**src/rtl/instr_fetch_unit_if.sv**
```systemverilog
// Instruction memory fetch bus: the sequencer drives request/address,
// memory returns the instruction word with an acknowledge.
interface instr_fetch_unit_if #(
  parameter int PC_W    = 8,
  parameter int INSTR_W = 16
);
  logic               imem_req;
  logic [PC_W-1:0]    imem_addr;
  logic [INSTR_W-1:0] imem_rdata;
  logic               imem_ack;

  modport master (
    output imem_req,
    output imem_addr,
    input  imem_rdata,
    input  imem_ack
  );

  modport slave (
    input  imem_req,
    input  imem_addr,
    output imem_rdata,
    output imem_ack
  );
endinterface

```
**src/rtl/instr_fetch_unit.sv**
```systemverilog
// Instruction sequencer: owns the PC, fetches words over a req/ack bus,
// presents opcode/operand to the decoder and selects the next PC from
// the decoder's jump/inc once the datapath signals exec_done.
// Optional feature macro: FETCH_TIMEOUT_EN (fetch watchdog raising fault).
module instr_fetch_unit #(
  parameter int              PC_W        = 8,
  parameter int              INSTR_W     = 16,
  parameter logic [PC_W-1:0] RESET_PC    = {PC_W{1'b0}},
  parameter int              TIMEOUT_CYC = 15
) (
  input  logic                  clk,
  input  logic                  rst_n,
  instr_fetch_unit_if.master    imem,
  output logic [3:0]            opcode,
  output logic [INSTR_W-5:0]    operand,
  output logic                  instr_valid,
  input  logic                  jump,
  input  logic                  inc,
  input  logic                  exec_done,
  output logic                  halted,
  output logic                  fault
);

  typedef enum logic [2:0] {
    ST_IDLE  = 3'd0,
    ST_FETCH = 3'd1,
    ST_ISSUE = 3'd2,
    ST_HALT  = 3'd3,
    ST_FAULT = 3'd4
  } state_t;

  state_t             state_r;
  logic [PC_W-1:0]    pc_r;
  logic [INSTR_W-1:0] ir_r;
  logic               req_r;
  logic               valid_r;
  logic               halted_r;
  logic [PC_W-1:0]    pc_inc_s;
  logic [PC_W-1:0]    jump_target_s;

`ifdef FETCH_TIMEOUT_EN
  localparam int CNT_W = $clog2(TIMEOUT_CYC + 1);
  localparam logic [CNT_W-1:0] CNT_LAST = CNT_W'(TIMEOUT_CYC - 1);
  logic [CNT_W-1:0] wait_cnt_r;
  logic             fault_r;
`endif

  // Next-PC candidates: sequential increment (wraps) and jump target
  // taken from the operand field, truncated or zero-extended to PC_W.
  always_comb begin
    pc_inc_s      = pc_r + {{(PC_W-1){1'b0}}, 1'b1};
    jump_target_s = PC_W'(ir_r[INSTR_W-5:0]);
  end

  // Sequencer FSM with registered request/valid/status outputs.
  always_ff @(posedge clk) begin
    if (!rst_n) begin
      state_r    <= ST_IDLE;
      pc_r       <= RESET_PC;
      ir_r       <= {INSTR_W{1'b0}};
      req_r      <= 1'b0;
      valid_r    <= 1'b0;
      halted_r   <= 1'b0;
`ifdef FETCH_TIMEOUT_EN
      wait_cnt_r <= {CNT_W{1'b0}};
      fault_r    <= 1'b0;
`endif
    end else begin
      case (state_r)
        ST_IDLE: begin
          state_r    <= ST_FETCH;
          req_r      <= 1'b1;
`ifdef FETCH_TIMEOUT_EN
          wait_cnt_r <= {CNT_W{1'b0}};
`endif
        end
        ST_FETCH: begin
          if (imem.imem_ack) begin
            // Ack wins even on the edge the watchdog would expire.
            ir_r    <= imem.imem_rdata;
            state_r <= ST_ISSUE;
            req_r   <= 1'b0;
            valid_r <= 1'b1;
`ifdef FETCH_TIMEOUT_EN
          end else if (wait_cnt_r == CNT_LAST) begin
            state_r  <= ST_FAULT;
            req_r    <= 1'b0;
            halted_r <= 1'b1;
            fault_r  <= 1'b1;
          end else begin
            wait_cnt_r <= wait_cnt_r + {{(CNT_W-1){1'b0}}, 1'b1};
          end
`else
          end else begin
            state_r <= ST_FETCH;
          end
`endif
        end
        ST_ISSUE: begin
          if (exec_done) begin
            if (jump || inc) begin
              pc_r       <= jump ? jump_target_s : pc_inc_s;
              state_r    <= ST_FETCH;
              req_r      <= 1'b1;
              valid_r    <= 1'b0;
`ifdef FETCH_TIMEOUT_EN
              wait_cnt_r <= {CNT_W{1'b0}};
`endif
            end else begin
              state_r  <= ST_HALT;
              valid_r  <= 1'b0;
              halted_r <= 1'b1;
            end
          end else begin
            state_r <= ST_ISSUE;
          end
        end
        ST_HALT: begin
          state_r <= ST_HALT;
        end
        ST_FAULT: begin
          state_r <= ST_FAULT;
        end
        default: begin
          state_r  <= ST_IDLE;
          req_r    <= 1'b0;
          valid_r  <= 1'b0;
          halted_r <= 1'b0;
        end
      endcase
    end
  end

  assign imem.imem_req  = req_r;
  assign imem.imem_addr = pc_r;
  assign opcode         = ir_r[INSTR_W-1:INSTR_W-4];
  assign operand        = ir_r[INSTR_W-5:0];
  assign instr_valid    = valid_r;
  assign halted         = halted_r;
`ifdef FETCH_TIMEOUT_EN
  assign fault          = fault_r;
`else
  assign fault          = 1'b0;
`endif

endmodule

```
**src/flat_wrapper.sv**
```systemverilog
// flat-port wrapper written by rule: the top's interface ports become plain ports
module instr_fetch_unit_flat 
#(
  parameter int              PC_W        = 8,
  parameter int              INSTR_W     = 16,
  parameter logic [PC_W-1:0] RESET_PC    = {PC_W{1'b0}},
  parameter int              TIMEOUT_CYC = 15
)
  (clk, rst_n, opcode, operand, instr_valid, jump, inc, exec_done, halted, fault, imem_imem_req, imem_imem_addr, imem_imem_rdata, imem_imem_ack);
  instr_fetch_unit_if #(.PC_W(PC_W), .INSTR_W(INSTR_W)) imem_i ();
  input  logic clk;
  input  logic rst_n;
  output logic [3:0] opcode;
  output logic [INSTR_W-5:0] operand;
  output logic instr_valid;
  input  logic jump;
  input  logic inc;
  input  logic exec_done;
  output logic halted;
  output logic fault;
  output wire logic [$bits(imem_i.imem_req)-1:0] imem_imem_req;
  output wire logic [$bits(imem_i.imem_addr)-1:0] imem_imem_addr;
  input wire logic [$bits(imem_i.imem_rdata)-1:0] imem_imem_rdata;
  input wire logic [$bits(imem_i.imem_ack)-1:0] imem_imem_ack;
  assign imem_imem_req = imem_i.imem_req;
  assign imem_imem_addr = imem_i.imem_addr;
  assign imem_i.imem_rdata = imem_imem_rdata;
  assign imem_i.imem_ack = imem_imem_ack;
  instr_fetch_unit #(.PC_W(PC_W), .INSTR_W(INSTR_W), .RESET_PC(RESET_PC), .TIMEOUT_CYC(TIMEOUT_CYC)) u_core (.clk(clk), .rst_n(rst_n), .imem(imem_i), .opcode(opcode), .operand(operand), .instr_valid(instr_valid), .jump(jump), .inc(inc), .exec_done(exec_done), .halted(halted), .fault(fault));
endmodule
```
**config.mk**
```make
export PLATFORM = sky130hd
export DESIGN_NAME = instr_fetch_unit_flat
export DESIGN_NICKNAME = d
export VERILOG_FILES = /design/src/rtl/instr_fetch_unit_if.sv /design/src/rtl/instr_fetch_unit.sv /design/src/flat_wrapper.sv
export SDC_FILE = /design/constraint.sdc
export NUM_CORES = 1
export LEC_CHECK = 0
export ABC_AREA = 1
export BUFFER_PORTS_ARGS = -buffer_cell sky130_fd_sc_hd__buf_2
export CORE_ASPECT_RATIO = 0.9
export CORE_UTILIZATION = 44
export DETAILED_ROUTE_END_ITERATION = 12
export GPL_TIMING_DRIVEN = 0
export MAX_ROUTING_LAYER = met4
export PLACE_DENSITY_LB_ADDON = 0.3
export SLEW_MARGIN = 10
export SYNTH_ARGS = -nofsm -noshare
export SYNTH_HDL_FRONTEND = slang
export SYNTH_SLANG_ARGS = --single-unit
```
**constraint.sdc**
```tcl
create_clock -name clk -period 1.1 [get_ports clk]
set_input_delay 0.055 -clock clk [delete_from_list [all_inputs] [get_ports clk]]
set_output_delay 0.055 -clock clk [all_outputs]
set_load 0.01 [all_outputs]
```
==> impl_metrics.prom <==
# TYPE chip_impl_metric gauge
chip_impl_metric{name="synth.yosys.seq_area_share",unit="%"} 42.90
chip_impl_metric{name="overflow_after_grt",unit=""} 0
chip_impl_metric{name="grt_antenna_before_repair",unit=""} 0
chip_impl_metric{name="power_switching",unit="mW"} 0.6953
chip_impl_metric{name="clock_tree.buffer_depth",unit=""} 2
chip_impl_info{name="timing.critical_path.cells",value="inv_2 > nand2_2 > nor2_4 > nand2_4 > buf_6 > a21oi_2 > nand2_1 > a21oi_1"} 1
chip_impl_info{name="timing.critical_path.slowest_stage_cell",value="sky130_fd_sc_hd__dfxtp_4"} 1
chip_impl_metric{name="post_route_cells_drive_above_1_share",unit="%"} 34.91
chip_impl_info{name="rsz0062_at_grt",value="yes"} 1
chip_impl_info{name="final_common_cell",value="sky130_fd_sc_hd__buf_2"} 1
chip_impl_info{name="top_library_cells_by_usage_in_the_layout_fill_and_taps_aside",value="sky130_fd_sc_hd__buf_2, sky130_fd_sc_hd__nor2_1, sky130_fd_sc_hd__nand2_1, sky130_fd_sc_hd__dfxtp_1, sky130_fd_sc_hd__dlygate4sd3_1"} 1
chip_impl_metric{name="final_period_minus_worst_setup_slack",unit="ns"} 1.151
chip_impl_metric{name="drt_drc_violations_left",unit=""} 0
chip_impl_metric{name="combinational_share_of_power",unit="%"} 16.6
chip_impl_metric{name="finalPower",unit="mW"} 2.736
chip_impl_metric{name="final.setup.worst_slack",unit="ns"} -0.05067
chip_impl_metric{name="cp_slowest_stage_delay",unit="ns"} 0.37
chip_impl_metric{name="worstPathRequired",unit="ns"} 1.38
chip_impl_metric{name="critical_path.max_fanout",unit=""} 5
chip_impl_metric{name="syn_inst",unit=""} 197
chip_impl_metric{name="clock.fmax",unit="MHz"} 869.1
chip_impl_metric{name="routed-wl-met3",unit="um"} 227
chip_impl_metric{name="route.final.wire_length",unit="um"} 3529
chip_impl_metric{name="layout.nets",unit=""} 297
chip_impl_metric{name="number_of_global_route_vias_before_repair",unit=""} 1407
chip_impl_metric{name="grt_start_max_net_pins",unit=""} 11
chip_impl_info{name="type_of_the_tightest_min_delay_check",value="primary input to register"} 1
chip_impl_metric{name="ioPinCount",unit=""} 50
chip_impl_info{name="worstReg2RegStart",value="u_core.state_r[2]"} 1
chip_impl_info{name="crit-reg2reg-capture",value="u_core.imem.imem_addr[6]"} 1
chip_impl_metric{name="worst_setup_hold_path_clk_slew",unit="ns"} 0.10
chip_impl_metric{name="share_of_the_synthesized_area_in_the_top_cell_type",unit="%"} 42.90
chip_impl_metric{name="via_count",unit=""} 1538
chip_impl_metric{name="synth_area_per_cell",unit="um^2"} 7.107
chip_impl_metric{name="die_area",unit="um^2"} 3412
chip_impl_metric{name="post-route-period-util",unit="%"} 104.6
chip_impl_metric{name="syn2layout_area_growth",unit="%"} 47.54
chip_impl_info{name="hold_path.startpoint",value="rst_n"} 1
chip_impl_metric{name="power_report.internal_total",unit="mW"} 2.041
chip_impl_info{name="outcome",value="complete, but fails checks"} 1
chip_impl_metric{name="timing.hold.worst_path_depth",unit=""} 3
chip_impl_metric{name="timing.reg2reg.setup_slack",unit="ns"} -0.05
chip_impl_metric{name="tns",unit="ns"} -0.2481
chip_impl_metric{name="p_seq_share",unit="%"} 43.6
chip_impl_metric{name="ys_types",unit=""} 23
chip_impl_metric{name="power.share.clock",unit="%"} 39.8
chip_impl_metric{name="post_dr_wirelength_cell",unit="um"} 11.13
chip_impl_metric{name="final_max_slew_viol_count",unit=""} 0
chip_impl_info{name="startpoint_type",value="register"} 1
chip_impl_metric{name="peakVddDrop",unit="uV"} 982.6
chip_impl_metric{name="syn-num-nets",unit=""} 220
chip_impl_metric{name="yosys_warnings",unit=""} 0
chip_impl_metric{name="synth.ff_latch_count",unit=""} 30
chip_impl_info{name="ys_top_cells_by_area",value="sky130_fd_sc_hd__dfxtp_1, sky130_fd_sc_hd__nor2_1, sky130_fd_sc_hd__o21ai_0"} 1
chip_impl_metric{name="initial_core_util",unit="%"} 46.01
chip_impl_info{name="hold-path-endpoint",value="u_core.ir_r[2]"} 1
chip_impl_metric{name="viasPerCell",unit=""} 4.852
chip_impl_metric{name="detailedPlacementHpwl",unit="um"} 2378
chip_impl_metric{name="cts_htree_levels",unit=""} 2
chip_impl_metric{name="track_usage",unit="%"} 23.56
chip_impl_metric{name="syn_area",unit="um^2"} 1400
chip_impl_info{name="violated_checks",value="negative setup slack"} 1
chip_impl_metric{name="area.sequential",unit="um^2"} 616.8
chip_impl_metric{name="gp_congestion",unit=""} 0.8595
chip_impl_info{name="path_type_of_the_worst_setup_path",value="register to register"} 1
chip_impl_metric{name="swShare",unit="%"} 25.41
chip_impl_metric{name="hold_viol_final",unit=""} 0
chip_impl_metric{name="numClockSinks",unit=""} 30
chip_impl_metric{name="critical_path_arrival",unit="ns"} 1.43
chip_impl_metric{name="drt-met1-wl",unit="um"} 1554
chip_impl_metric{name="port_buffers",unit=""} 47
chip_impl_metric{name="drt_iter0_markers",unit=""} 101
chip_impl_info{name="top_layer",value="met4"} 1
chip_impl_metric{name="leakage_dissipation",unit="nW"} 0.9486
chip_impl_metric{name="grt_first_pass_wirelength",unit="um"} 5823
chip_impl_metric{name="rr_worst_depth",unit=""} 8
chip_impl_metric{name="worstSkewPairLatency",unit="ns"} 0.34
chip_impl_metric{name="setup-violations-final",unit=""} 13
chip_impl_metric{name="chip_width",unit="um"} 61.46
chip_impl_metric{name="dr.pass1.iters",unit=""} 5
chip_impl_metric{name="worst_clock_skew",unit="ns"} 0.007930
chip_impl_metric{name="design.core.area",unit="um^2"} 3043
chip_impl_metric{name="drv.max_cap_violation_count",unit=""} 0
chip_impl_metric{name="numCtsBuffers",unit=""} 5
chip_impl_metric{name="dieHeight",unit="um"} 55.52
chip_impl_metric{name="placementRows",unit=""} 19
chip_impl_info{name="cts.root.buffer_cell",value="sky130_fd_sc_hd__clkbuf_4"} 1
chip_impl_metric{name="antenna_cells",unit=""} 0
chip_impl_metric{name="area_occupied_by_multi_input_gates",unit="um^2"} 675.6
chip_impl_info{name="clock_tree_from_tritoncts",value="yes"} 1
chip_impl_metric{name="power-per-cell-area",unit="nW/um^2"} 1325
chip_impl_metric{name="met2WireLength",unit="um"} 1715
chip_impl_info{name="post-synth-top-area-cell",value="sky130_fd_sc_hd__dfxtp_1"} 1
chip_impl_metric{name="final.fill_count",unit=""} 287
chip_impl_metric{name="postRouteAntennaNets",unit=""} 0
chip_impl_info{name="worstSetupEndpointType",value="register"} 1
-- synthesized netlist by cell type --
library cell / n
sky130_fd_sc_hd__o21ai_0: 24
sky130_fd_sc_hd__nor2_2: 2
sky130_fd_sc_hd__inv_1: 15
sky130_fd_sc_hd__nand4_1: 1
sky130_fd_sc_hd__buf_6: 5
sky130_fd_sc_hd__conb_1: 1
sky130_fd_sc_hd__ha_1: 1
sky130_fd_sc_hd__a21oi_1: 17
sky130_fd_sc_hd__inv_2: 5
sky130_fd_sc_hd__nand3_1: 7
sky130_fd_sc_hd__nor3_1: 1
sky130_fd_sc_hd__dfxtp_1: 30
sky130_fd_sc_hd__nand2_1: 25
sky130_fd_sc_hd__clkbuf_1: 2
sky130_fd_sc_hd__clkbuf_8: 1
sky130_fd_sc_hd__buf_4: 1
sky130_fd_sc_hd__o21a_1: 1
sky130_fd_sc_hd__o21ai_1: 6
sky130_fd_sc_hd__nor2_1: 44
sky130_fd_sc_hd__a31oi_1: 1
sky130_fd_sc_hd__nor2_4: 1
sky130_fd_sc_hd__nand2_2: 3
sky130_fd_sc_hd__a21oi_2: 3
-- worst max-delay path, delay by kind of cell (launching register included) --
| kind | cells | cell delay (ns) |
|---|---|---|
| AOI/OAI and AO/OA | 2 | 0.20 |
| buffers and inverters | 2 | 0.20 |
| DFF | 1 | 0.37 |
| and+or+nand+nor | 4 | 0.31 |
-- routing by layer --
metal | GRT usage [%] | vias up
met5 | - | -
met4 | 7.302 | 0
met3 | 8.665 | 4
met2 | 37.89 | 53
met1 | 26.88 | 696
li1 | - | 785
-- sequential cells by signal (all words and copies together), names as in the netlist --
signal	count
u_core.ir_r	16
u_core.imem.imem_addr	8
u_core.state_r	3
u_core.halted	1
u_core.imem.imem_req	1
u_core.instr_valid	1
-- cell families after synthesis --
family,Yosys count,synth area share (%)
AOI/OAI and AO/OA,52,19.66
adders and majority gates,1,0.8935
buffers and inverters,29,11.44
DFF,30,42.90
other,1,0.2678
and+or+nand+nor,84,24.84
-- stage by stage --
step	std cells	util [%]	hold slack (ns)	setup WS, ns	instance area, um^2
4_1_cts	317	67.11	0.007766	-0.02634	2042
6_report	317	67.89	0.01341	-0.05067	2066
5_1_grt	317	67.89	0.03839	-0.1118	2066
2_1_floorplan	197	-	0.1934	0.002284	1408
3_3_place_gp	286	55.72	0.2892	-0.09591	1695
3_5_place_dp	286	55.72	0.3036	-0.1431	1695
-- worst max-delay path by stage --
stage | from | end | slack [ns] | depth (start not counted)
global route | u_core.state_r[2] | u_core.imem.imem_addr[6] | -0.11 | 8
CTS | u_core.state_r[2] | u_core.imem.imem_addr[5] | -0.03 | 8
floorplan | u_core.imem.imem_addr[1] | u_core.imem.imem_addr[6] | 0.002 | 6
global placement | u_core.state_r[0] | u_core.ir_r[6] | -0.1 | 6
finish | u_core.state_r[2] | u_core.imem.imem_addr[6] | -0.05 | 8
detailed placement | u_core.state_r[0] | u_core.ir_r[7] | -0.14 | 6
-- final cells by class --
class	instances	share of cell area, %
sequential	30	29.86
clock inverter	1	1.454
tap	42	2.544
buffer	9	4.119
inverter	20	3.755
clock buffer	7	3.695
multi-input combinational	138	32.71
timing repair buffer	70	21.87
-- power by group through the flow --
stage                     clock, mW  sequential, mW  combinational [mW]
after floorplan                   0            1.24               0.216
after global placement            0            1.22               0.377
after detailed placement          0            1.22               0.384
after CTS                      1.10            1.19               0.444
after global routing           1.16            1.20               0.506
final                          1.09            1.19               0.455
-- what timing repair did --
item | 4_1_cts | 5_1_grt
endpoints found under the setup margin | 26 | 27
hold buffers | 16 | 0
pin swaps | 1 | 1
cloned | 1 | 0
resized for setup | 13 | 14
hold endpoints to repair | 16 | 0
buffers inserted | 6 | 0
Power figures use the tool's default switching activity.
